**config.mk**
```make
export PLATFORM = sky130hd
export DESIGN_NAME = multi_channel_nco_gen
export DESIGN_NICKNAME = d
export VERILOG_FILES = /design/src/rtl/nco_pkg.sv /design/src/rtl/nco_channel.sv /design/src/rtl/multi_channel_nco_gen.sv
export SDC_FILE = /design/constraint.sdc
export NUM_CORES = 1
export LEC_CHECK = 0
export CORE_MARGIN = 2
export CORE_UTILIZATION = 45
export CTS_BUF_LIST = sky130_fd_sc_hd__clkbuf_4 sky130_fd_sc_hd__clkbuf_8
export DETAILED_ROUTE_END_ITERATION = 12
export PLACE_DENSITY_LB_ADDON = 0.25
export SYNTH_ARGS = -nofsm -noshare
export SYNTH_HDL_FRONTEND = slang
export SYNTH_SLANG_ARGS = --single-unit
export TNS_END_PERCENT = 50
```
**constraint.sdc**
```tcl
create_clock -name clk -period 3.75 [get_ports clk]
set_input_delay 0.75 -clock clk [delete_from_list [all_inputs] [get_ports clk]]
set_output_delay 0.75 -clock clk [all_outputs]
set_load 0.01 [all_outputs]
```
**src/rtl/nco_pkg.sv**
```systemverilog
// Shared types and constants for the multi-channel NCO generator.
package nco_pkg;

    localparam int MODE_W = 2;

    typedef enum logic [MODE_W-1:0] {
        SQUARE = 2'd0,
        SAW    = 2'd1,
        TRI    = 2'd2,
        OFF    = 2'd3
    } mode_e;

endpackage : nco_pkg

```
**src/rtl/nco_channel.sv**
```systemverilog
// One NCO channel: phase accumulator, shadow/pending tuning update committed
// at carry-out, and registered waveform/wrap outputs.
module nco_channel
    import nco_pkg::*;
#(
    parameter int ACC_W = 16,
    parameter int OUT_W = 8
) (
    input  logic             clk,
    input  logic             rst,
    input  logic             enable,
    input  logic             cfg_we,
    input  logic [ACC_W-1:0] cfg_tune,
    input  mode_e            cfg_mode,
    input  logic             cfg_sync,
    output logic             pending,
    output logic             sq,
    output logic [OUT_W-1:0] wave,
    output logic             wrap
);

    logic [ACC_W-1:0] acc_q, acc_d;
    logic [ACC_W-1:0] tune_q, tune_d;
    mode_e            mode_q, mode_d;
    logic [ACC_W-1:0] sh_tune_q, sh_tune_d;
    mode_e            sh_mode_q, sh_mode_d;
    logic             pending_q, pending_d;
    logic [OUT_W-1:0] wave_q, wave_d;
    logic             wrap_q, wrap_d;

    logic             running;
    logic [ACC_W:0]   sum;
    logic             carry;

    // Step is tune + 1, so a zero tuning word still advances the phase.
    assign running = enable && (mode_q != OFF);
    assign sum     = {1'b0, acc_q} + {1'b0, tune_q} + {{ACC_W{1'b0}}, 1'b1};
    assign carry   = running && sum[ACC_W];

    // NOTE: every signal gets a default before any branch so no latch is inferred.
    always_comb begin
        acc_d     = acc_q;
        tune_d    = tune_q;
        mode_d    = mode_q;
        sh_tune_d = sh_tune_q;
        sh_mode_d = sh_mode_q;
        pending_d = pending_q;
        wave_d    = '0;
        wrap_d    = carry;

        case (mode_q)
            SQUARE:  wave_d = {OUT_W{acc_q[ACC_W-1]}};
            SAW:     wave_d = acc_q[ACC_W-1 -: OUT_W];
            TRI:     wave_d = acc_q[ACC_W-2 -: OUT_W] ^ {OUT_W{acc_q[ACC_W-1]}};
            default: wave_d = '0;
        endcase

        if (mode_q == OFF) begin
            acc_d = '0;
        end else if (running) begin
            acc_d = sum[ACC_W-1:0];
        end

        // Commit lands on the carry edge itself, so the old step finishes its period.
        if (pending_q && (carry || !running)) begin
            tune_d    = sh_tune_q;
            mode_d    = sh_mode_q;
            pending_d = 1'b0;
        end

        // cfg_we only fires while pending_q is low, so it never collides with a commit.
        if (cfg_we) begin
            if (cfg_sync) begin
                tune_d = cfg_tune;
                mode_d = cfg_mode;
                acc_d  = '0;
                wrap_d = 1'b0;
            end else begin
                sh_tune_d = cfg_tune;
                sh_mode_d = cfg_mode;
                pending_d = 1'b1;
            end
        end
    end

    // NOTE: sequential state uses non-blocking assignments only.
    always_ff @(posedge clk) begin
        if (!rst) begin
            acc_q     <= '0;
            tune_q    <= '0;
            mode_q    <= SQUARE;
            sh_tune_q <= '0;
            sh_mode_q <= SQUARE;
            pending_q <= 1'b0;
            wave_q    <= '0;
            wrap_q    <= 1'b0;
        end else begin
            acc_q     <= acc_d;
            tune_q    <= tune_d;
            mode_q    <= mode_d;
            sh_tune_q <= sh_tune_d;
            sh_mode_q <= sh_mode_d;
            pending_q <= pending_d;
            wave_q    <= wave_d;
            wrap_q    <= wrap_d;
        end
    end

    assign pending = pending_q;
    assign sq      = acc_q[ACC_W-1];
    assign wave    = wave_q;
    assign wrap    = wrap_q;

endmodule : nco_channel

```
**src/rtl/multi_channel_nco_gen.sv**
```systemverilog
// Multi-channel NCO: config write decode, per-channel ready mux and output
// packing around NCH nco_channel instances.
module multi_channel_nco_gen
    import nco_pkg::*;
#(
    parameter int ACC_W = 16,
    parameter int OUT_W = 8,
    parameter int NCH   = 4,
    parameter int CH_W  = (NCH > 1) ? $clog2(NCH) : 1
) (
    input  logic                 clk,
    input  logic                 rst,
    input  logic                 enable,
    input  logic                 cfg_valid,
    output logic                 cfg_ready,
    input  logic [CH_W-1:0]      cfg_ch,
    input  logic [ACC_W-1:0]     cfg_tune,
    input  logic [MODE_W-1:0]    cfg_mode,
    input  logic                 cfg_sync,
    output logic [NCH-1:0]       sq_out,
    output logic [NCH*OUT_W-1:0] wave_out,
    output logic [NCH-1:0]       wrap
);

    logic [NCH-1:0] pending;
    logic [NCH-1:0] cfg_we;

    // Indices beyond NCH read as ready; writes to them are dropped.
    always_comb begin
        cfg_ready = 1'b1;
        for (int c = 0; c < NCH; c++) begin
            if (cfg_ch == CH_W'(c)) begin
                cfg_ready = ~pending[c];
            end
        end
    end

    for (genvar c = 0; c < NCH; c++) begin : g_ch
        assign cfg_we[c] = cfg_valid && cfg_ready && (cfg_ch == CH_W'(c));

        nco_channel #(
            .ACC_W (ACC_W),
            .OUT_W (OUT_W)
        ) u_channel (
            .clk      (clk),
            .rst      (rst),
            .enable   (enable),
            .cfg_we   (cfg_we[c]),
            .cfg_tune (cfg_tune),
            .cfg_mode (mode_e'(cfg_mode)),
            .cfg_sync (cfg_sync),
            .pending  (pending[c]),
            .sq       (sq_out[c]),
            .wave     (wave_out[c*OUT_W +: OUT_W]),
            .wrap     (wrap[c])
        );
    end

endmodule : multi_channel_nco_gen

```
==> out/metrics.yaml, run 1 <==
status: "completed"
antenna_found_initial: 0
reg2reg_from: "g_ch[1].u_channel.tune_q[0]"
hold_viol: 0
die_h_um: 173
cts_setup_buffers: 0
num_vias: 11240
ant_nets: 0
maxSlewViolCount: 0
mappedNetlistArea_mm2: 0.0128
seqPwrFrac: 0.481
grt_pass1_vias: 10640
crit_arrival_ps: 2460
tns_ps: 0
drt_first_iter_violations: 905
syn_avg_cell_area_um2: 8.31
synthFlopType: "dfxtp_1"
synth_top_area_cell: "dfxtp_1"
syn_inst: 1544
cts_buffers: 43
fillers: 2667
cts_hold_buf: 0
switching_share: 0.251
htreeDepth: 2
routed_wl_um: 34400
cts_sinks: 248
synth_top_area_frac: 0.387
drive_gt1_frac: 0.0802
startpoint_type: "primary input"
clkPwrFrac: 0.441
dieArea_mm2: 0.0299
endpoint: "cfg_ready"
fin_crit_ps: 3210
synth-edff-count: 0
min_period_over_period: 0.855
cpMaxStageDelayCell: "clkdlybuf4s50_1"
cts_resized: 0
critPathLaunch: "cfg_ch[0]"
via_per_inst: 5.62
cap_violations: 0
irDropWorstVdd_mv: 0.209
ys_top_cells_by_area: "dfxtp_1, nand2_1, ha_1"
netSwitchingPower_w: 0.00143
worst-r2r-cell-count: 11
seq_area_mm2: 0.00496
nNetsFinal: 1686
pwr-share-comb: 0.079
relSlewSlack: 0.266
post_drt_wl_per_cell_um: 17.2
fmax_mhz: 312
reg2reg_slack_ps: 560
ys_types: 70
multi_input_area_mm2: 0.00734
drc: 0
worstHoldPathType: "reg2reg"
ys_seq_elements: 248
clk_pin_slew_ps: 60
fin_total_pwr_w: 0.00571
io_buffers: 65
rows: 61
rsz0062_at_grt: "no"
hpwl_um: 24100
endpoint_kind: "primary output"
worst_pin_slew_ps: 1090
coreArea_mm2: 0.0279
finalSetupViolations: 0
grt.total_usage: 0.226
grt_pass1_wl_um: 55500
crit_required_ps: 3000
seq_area_frac_synth: 0.387
p_leak_nw: 5.51
area_growth_pct: 14.3
firstDrtPassIters: 7
async_flop_share: 0
die_w_um: 173
reg2reg_to: "g_ch[1].u_channel.tune_q[7]"
ys_warn_count: 0
globalplace.congestion: 0.897
clock_path_buffers: 3
internal_power_w: 0.00428
path_class: "in2out"
antenna_cells: 0
grt.overflow.total: 0
grt_max_degree: 49
cp_cell_sequence: "clkdlybuf4s50_1 -> mux4_2 -> inv_1 -> clkdlybuf4s50_1"
cts-root-buf: "clkbuf_8"
critPathMostFrequentCell: "clkdlybuf4s50_1"
cp_slowest_stage_delay_ps: 580
skew_ps: 15.7
clock_latency_ps: 550
p_per_area_mw_per_mm2: 389
cts_tree: "built"
critPathMaxFanout: 6
initial_core_util: 0.460
syn_nets: 1637
io_pins: 66
## Yosys cell counts, drive strengths merged, types with 13 or more instances
library cell	count
nand2	294
dfxtp	248
nor2	110
a21oi	93
a21boi	75
o21ai	73
clkbuf	67
ha	64
o22ai	51
mux2i	49
a221o	38
and2	35
xor2	34
inv	31
nand3	31
buf	28
nand2b	24
nor2b	19
xnor2	19
nor3	18
a21o	16
a211oi	14
o21a	13
## cell families (layout without fill, tap and decap cells)
| family | after synthesis | count (layout) | synth area share |
|---|---|---|---|
| compound gates | 422 | 422 | 0.224 |
| xor+xnor | 53 | 53 | 0.0362 |
| fa+ha+maj | 68 | 68 | 0.0686 |
| buf+inv | 126 | 203 | 0.0429 |
| flops | 248 | 248 | 0.387 |
| mux | 51 | 51 | 0.0408 |
| simple gates | 576 | 576 | 0.201 |
## stage by stage
step | hold WS, ps | utilization | area, um2 | setup WS [ps] | cells
after global placement | 443 | 0.494 | 13800 | 401 | 1926
after global routing | 480 | 0.525 | 14700 | 323 | 1999
final | 458 | 0.525 | 14700 | 544 | 1999
after detailed placement | 454 | 0.494 | 13800 | 279 | 1926
after floorplan | 436 | - | 12800 | 955 | 1544
after CTS | 463 | 0.525 | 14700 | 540 | 1999
## area by class of cell
| class | count | area share |
|---|---|---|
| flip-flops and latches | 248 | 0.338 |
| multi-input cells | 1170 | 0.500 |
| inverters | 31 | 0.00793 |
| repair buffers | 99 | 0.0614 |
| well taps | 378 | 0.0322 |
| clock inverters | 8 | 0.00273 |
| clock buffers | 65 | 0.0571 |
## worst min path at each step
stage / cells past startpoint / start / slack (ps) / endpoint
after floorplan: 2 / g_ch[1].u_channel.acc_q[4] / 440 / g_ch[1].u_channel.acc_q[4]
after global placement: 2 / g_ch[3].u_channel.acc_q[5] / 440 / g_ch[3].u_channel.acc_q[5]
after detailed placement: 2 / g_ch[2].u_channel.acc_q[5] / 450 / g_ch[2].u_channel.acc_q[5]
after CTS: 2 / g_ch[2].u_channel.acc_q[5] / 460 / g_ch[2].u_channel.acc_q[5]
after global routing: 2 / g_ch[3].u_channel.sh_tune_q[5] / 480 / g_ch[3].u_channel.sh_tune_q[5]
final: 2 / g_ch[2].u_channel.acc_q[5] / 460 / g_ch[2].u_channel.acc_q[5]
## power by group through the flow
stage | clock (W) | combinational [W] | sequential (W)
after CTS | 0.00258 | 0.000444 | 0.00275
after floorplan | 0 | 0.000289 | 0.00278
final | 0.00252 | 0.000451 | 0.00275
after detailed placement | 0 | 0.000442 | 0.00280
after global routing | 0.00270 | 0.000493 | 0.00275
after global placement | 0 | 0.000433 | 0.00280
## registers in the layout (all words and copies together) (netlist names)
name and cells:
g_ch.u_channel.sh_mode_q 8, g_ch.u_channel.wrap 4, g_ch.u_channel.pending 4, g_ch.u_channel.acc_q 64
g_ch.u_channel.mode_q 8, g_ch.u_channel.tune_q 64, g_ch.u_channel.wave 32, g_ch.u_channel.sh_tune_q 64
## worst max-delay path, delay by kind of cell
family | cells | cell delay, ps
buf+inv | 3 | 1170
mux | 1 | 530
## layout by cell type, fill, tap and decap left out, drive strengths merged, types with 49 or more instances in the layout
cell type      instances
nand2                294
dfxtp                248
nor2                 110
a21oi                 93
a21boi                75
o21ai                 73
clkbuf                65
ha                    64
clkdlybuf4s50         64
o22ai                 51
mux2i                 49
## per-layer routing
metal / GRT usage / vias up / wire length [um] / part of all wire
li1: - / 5535 / - / -
met1: 0.307 / 5278 / 15500 / 0.45
met2: 0.360 / 347 / 15400 / 0.45
met3: 0.0490 / 80 / 2630 / 0.076
met4: 0.0692 / 0 / 873 / 0.025
met5: 0 / - / 0 / 0
No activity file was read; power rests on OpenSTA's default activity.
==> run 2, diff against run 1 <==
--- a/config.mk
+++ b/config.mk
@@ -6,7 +6,7 @@
 export NUM_CORES = 1
 export LEC_CHECK = 0
 export CORE_MARGIN = 2
-export CORE_UTILIZATION = 45
+export CORE_UTILIZATION = 30
 export CTS_BUF_LIST = sky130_fd_sc_hd__clkbuf_4 sky130_fd_sc_hd__clkbuf_8
 export DETAILED_ROUTE_END_ITERATION = 12
 export PLACE_DENSITY_LB_ADDON = 0.25
==> out/metrics.yaml, run 2 (synthesis results as in run 1) <==
grt.overflow.total: 0  # unchanged
endpoint_kind: "primary output"
finalSetupViolations: 0  # unchanged
dieArea_mm2: 0.0445  # +49%
htreeDepth: 2  # unchanged
grt.total_usage: 0.166  # -0.0601
clk_pin_slew_ps: 50  # about the same
skew_ps: 16.3  # +0.576 ps
crit_required_ps: 3000  # about the same
crit_arrival_ps: 2490  # +30 ps
tns_ps: 0  # unchanged
cap_violations: 0  # unchanged
hold_viol: 0  # unchanged
ant_nets: 0  # unchanged
nNetsFinal: 1691  # +0.30%
initial_core_util: 0.305  # -0.155
reg.largest.list: "g_ch.u_channel.acc_q: 64 flops, g_ch.u_channel.sh_tune_q: 64 flops, g_ch.u_channel.tune_q: 64 flops"
grt_max_degree: 115  # +130%
clock_path_buffers: 3  # unchanged
cts_resized: 0  # unchanged
firstDrtPassIters: 5  # -2
num_vias: 11105  # -1.2%
fin_crit_ps: 3240  # +29.8 ps
relSlewSlack: 0.321  # +0.0549
cpMaxStageDelayCell: "clkdlybuf4s50_1"
globalplace.congestion: 0.878  # -2.1%
path_class: "in2out"
min_period_over_period: 0.863  # +0.00795
clock_latency_ps: 580  # +30 ps
area_growth_pct: 16.8
cts_tree: "built"
io_buffers: 65  # unchanged
startpoint_type: "primary input"
final_area_mm2: 0.0150  # +2.2%
grt_pass1_wl_um: 58100  # +4.7%
post_drt_wl_per_cell_um: 16.9  # -1.4%
place_area_mm2: 0.0140  # +1.8%
drc: 0  # unchanged
grt_pass1_vias: 10630  # -0.094%
die_h_um: 211  # +22%
path_buf_inv: 3  # unchanged
io_pins: 66  # unchanged
rsz0062_at_grt: "no"
p_leak_nw: 5.57  # +1.0%
drive_gt1_frac: 0.0842  # +0.00395
antenna_found_initial: 0  # unchanged
layout_common_cells: "nand2_1, dfxtp_1, nor2_1, a21oi_1, a21boi_0"
whs_ps: 455  # -2.30 ps
die_w_um: 211  # +22%
maxSlewViolCount: 0  # unchanged
dpl.cell_count: 2091  # +8.6%
drt_first_iter_violations: 896  # -0.99%
cp_cell_sequence: "clkdlybuf4s50_1 -> mux4_2 -> inv_1 -> clkdlybuf4s50_1"
cts-root-buf: "clkbuf_8"
antenna_cells: 0  # unchanged
worst_pin_slew_ps: 1010  # -83.9 ps
critPathMaxFanout: 6  # unchanged
layout_commonest_cell: "nand2_1"
cts_setup_buffers: 0  # unchanged
hpwl_um: 26000  # +8.0%
worstHoldPathType: "reg2reg"
fillers: 4348  # +63%
rows: 75  # +23%
cp_slowest_stage_delay_ps: 590  # about the same
fin_cells: 2167  # +8.4%
fmax_mhz: 309  # -0.92%
cts_sinks: 248  # unchanged
status: "completed"
cts_buffers: 44  # +2.3%
routed_wl_um: 36700  # +6.9%
p_per_area_mw_per_mm2: 394  # +1.1%
critPathMostFrequentCell: "clkdlybuf4s50_1"
via_per_inst: 5.12  # -8.9%
coreArea_mm2: 0.0421  # +51%
crit_family: "buffers and inverters"
cts_hold_buf: 0  # unchanged
irDropWorstVdd_mv: 0.188  # -10%
==> run 2: power breakdown <==
part	internal [W]	switching, W
logic	0.000173	0.000288
clock network	0.00157	0.00112
registers	0.00270	0.0000518
total	0.00444	0.00146
==> run 2: cell type report <==
cell class                 instances  area [um2]  area share
multi-input combinational       1170        7340       0.490
sequential                       248        4960       0.331
timing repair buffer             103         943      0.0629
clock buffer                      70         895      0.0597
tap                              539         674      0.0450
inverter                          31         116     0.00776
clock inverter                     6        58.8     0.00392
==> run 2: metal layers <==
layer	global-route usage	part of all wire	routed length, um
met1	0.230	0.47	17400
met2	0.257	0.44	16100
met3	0.0314	0.060	2220
met4	0.0576	0.028	1030
met5	0	0	0
==> run 2: per-stage QoR <==
step	setup WS (ps)	utilization	power (W)
final	515	0.356	0.00590
after CTS	507	0.356	0.00599
after global placement	319	0.333	0.00325
after floorplan	955	-	0.00307
after detailed placement	203	0.333	0.00326
after global routing	381	0.356	0.00616
==> run 2: worst min-delay path, cell delays in order, from the launching register on <==
cell	delay [ps]
dfxtp_1	310
nand2_1	50
a21oi_1	50
==> run 2: worst paths after layout <==
path                             endpoint                   startpoint  cells after the start  slack, ps
min            g_ch[1].u_channel.acc_q[5]   g_ch[1].u_channel.acc_q[5]                      2        460
min reg2reg    g_ch[1].u_channel.acc_q[5]   g_ch[1].u_channel.acc_q[5]                      2        460
max                             cfg_ready                    cfg_ch[0]                      4        510
max reg2reg  g_ch[1].u_channel.tune_q[11]  g_ch[1].u_channel.tune_q[0]                     10        580
==> run 3, diff against run 2 <==
--- a/config.mk
+++ b/config.mk
@@ -5,8 +5,9 @@
 export SDC_FILE = /design/constraint.sdc
 export NUM_CORES = 1
 export LEC_CHECK = 0
+export CORE_ASPECT_RATIO = 0.7
 export CORE_MARGIN = 2
-export CORE_UTILIZATION = 30
+export CORE_UTILIZATION = 60
 export CTS_BUF_LIST = sky130_fd_sc_hd__clkbuf_4 sky130_fd_sc_hd__clkbuf_8
 export DETAILED_ROUTE_END_ITERATION = 12
 export PLACE_DENSITY_LB_ADDON = 0.25
==> out/metrics.yaml, run 3 (synthesis results as in run 1) <==
p_per_area_mw_per_mm2: 392  # -0.30%
path_class: "reg2reg"
crit_required_ps: 4220  # +1220 ps
ant_nets: 0  # unchanged
reg2reg_to: "g_ch[3].u_channel.tune_q[13]"
cpMaxStageDelayCell: "nor2_1"
initial_core_util: 0.615  # +0.311
startpoint_type: "flop"
whs_path_depth: 2  # unchanged
worst_pin_slew_ps: 1260  # +250 ps
layout_common_cells: "nand2_1, dfxtp_1, nor2_1, a21oi_1, a21boi_0"
cap_violations: 0  # unchanged
fmax_mhz: 304  # -1.5%
finalSetupViolations: 0  # unchanged
clk_pin_slew_ps: 70  # +20 ps
cts-root-buf: "clkbuf_8"
drc: 0  # unchanged
tns_ps: 0  # unchanged
p_leak_nw: 5.46  # -1.8%
cts_buffers: 38  # -14%
post_drt_wl_per_cell_um: 18.2  # +7.3%
cts_hold_buf: 0  # unchanged
endpoint_kind: "flop"
routed_wl_um: 34300  # -6.6%
grt_pass1_wl_um: 55200  # -5.1%
reg2reg_slack_ps: 460  # -120 ps
clock_latency_ps: 530  # -50 ps
grt.overflow.total: 0  # unchanged
min_period_over_period: 0.876  # +0.0133
io_pins: 66  # unchanged
antenna_found_initial: 0  # unchanged
crit_arrival_ps: 3750  # +1260 ps
coreArea_mm2: 0.0209  # -50%
drt_first_iter_violations: 1079  # +20%
die_h_um: 126  # -40%
reg2reg_from: "g_ch[3].u_channel.tune_q[0]"
cp_cell_sequence: "inv_1 -> ha_1 -> fa_1 -> nor2b_1 -> o21a_1 -> o2111ai_1 -> a31oi_1 -> nor3_1 -> nor2_1 -> a221o_1"
maxSlewViolCount: 0  # unchanged
grt_pass1_vias: 10648  # +0.17%
min-delay-start: "g_ch[1].u_channel.acc_q[5]"
die_w_um: 179  # -15%
cts_resized: 0  # unchanged
fin_crit_ps: 3290  # +50.0 ps
irDropWorstVdd_mv: 0.275  # +47%
globalplace.congestion: 0.970  # +11%
cts_tree: "built"
hold_viol: 0  # unchanged
grt.total_usage: 0.305  # +0.139
whs_ps: 457  # +1.64 ps
worstHoldPathType: "reg2reg"
grt_max_degree: 115  # unchanged
min_to: "g_ch[1].u_channel.acc_q[5]"
clock_path_buffers: 3  # unchanged
skew_ps: 10.6  # -5.67 ps
htreeDepth: 2  # unchanged
area_growth_pct: 12.9
via_per_inst: 6.09  # +19%
cts_setup_buffers: 0  # unchanged
cts_sinks: 248  # unchanged
status: "completed"
drive_gt1_frac: 0.0739  # -0.0102
worst-r2r-cell-count: 10  # unchanged
fin_total_pwr_w: 0.00569  # -3.6%
nNetsFinal: 1676  # -0.89%
antenna_cells: 0  # unchanged
cp_slowest_stage_delay_ps: 960  # +370 ps
rows: 44  # -41%
num_vias: 11479  # +3.4%
io_buffers: 65  # unchanged
relSlewSlack: 0.160  # -0.161
hpwl_um: 24000  # -8.0%
firstDrtPassIters: 8  # +3
layout_commonest_cell: "nand2_1"
dieArea_mm2: 0.0226  # -49%
reg.largest.list: "g_ch.u_channel.acc_q: 64 flops, g_ch.u_channel.sh_tune_q: 64 flops, g_ch.u_channel.tune_q: 64 flops"
rsz0062_at_grt: "no"
critPathMaxFanout: 18  # +12
==> run 3: cell count changes in the layout (fill, tap and decap cells not counted), sizes merged <==
cell	previous run	this run
buf	39	30
bufinv	1	2
clkbuf	70	58
clkinv	4	6
clkinvlp	0	1
inv	32	31
==> run 3: power breakdown <==
part	internal (W)	leakage [nW]	total (W)	switching [W]
Combinational	0.000167	3.01	0.000454	0.000287
Sequential	0.00269	2.01	0.00274	0.0000504
Clock	0.00142	0.451	0.00249	0.00107
==> run 3: worst max path at each step <==
stage / endpoint / startpoint / slack [ps] / cells after the start
after floorplan: g_ch[1].u_channel.tune_q[10] / g_ch[1].u_channel.tune_q[0] / 960 / 12
final: g_ch[3].u_channel.tune_q[13] / g_ch[3].u_channel.tune_q[0] / 460 / 10
after CTS: g_ch[3].u_channel.tune_q[13] / g_ch[3].u_channel.tune_q[0] / 510 / 10
after detailed placement: g_ch[3].u_channel.tune_q[11] / cfg_ch[0] / 330 / 8
after global routing: g_ch[3].u_channel.tune_q[12] / g_ch[3].u_channel.tune_q[0] / 270 / 10
after global placement: g_ch[3].u_channel.tune_q[9] / cfg_ch[0] / 410 / 8
==> run 3: per-stage QoR <==
| step | area (um2) | worst slack [ps] | instances | util |
|---|---|---|---|---|
| after floorplan | 12800 | 955 | 1544 | - |
| after global placement | 13600 | 414 | 1819 | 0.654 |
| after detailed placement | 13600 | 326 | 1819 | 0.654 |
| after CTS | 14500 | 514 | 1886 | 0.695 |
| after global routing | 14500 | 268 | 1886 | 0.695 |
| final | 14500 | 465 | 1886 | 0.695 |
==> run 3: area by class of cell <==
| type | count | area (um2) |
|---|---|---|
| fill | 1679 | 6370 |
| timing repair buffer | 94 | 876 |
| clock buffer | 58 | 754 |
| multi-input combinational | 1170 | 7340 |
| clock inverter | 9 | 97.6 |
| sequential | 248 | 4960 |
| tap | 276 | 345 |
| inverter | 31 | 116 |
==> run 3: critical path: cells and delay by family, from the launching register on <==
kind                       cells  cell delay, ps
and+or+nand+nor                3            1220
AOI/OAI and AO/OA              4             990
adders and majority gates      2             600
DFF                            1             340
buffers and inverters          1              50
==> run 3: routing by layer <==
layer	track usage	part of all wire	vias to the layer above
met2	0.445	0.42	486
met3	0.0770	0.10	88
li1	-	-	5536
met1	0.436	0.45	5367
met4	0.106	0.028	2
met5	0.0154	0.0014	-
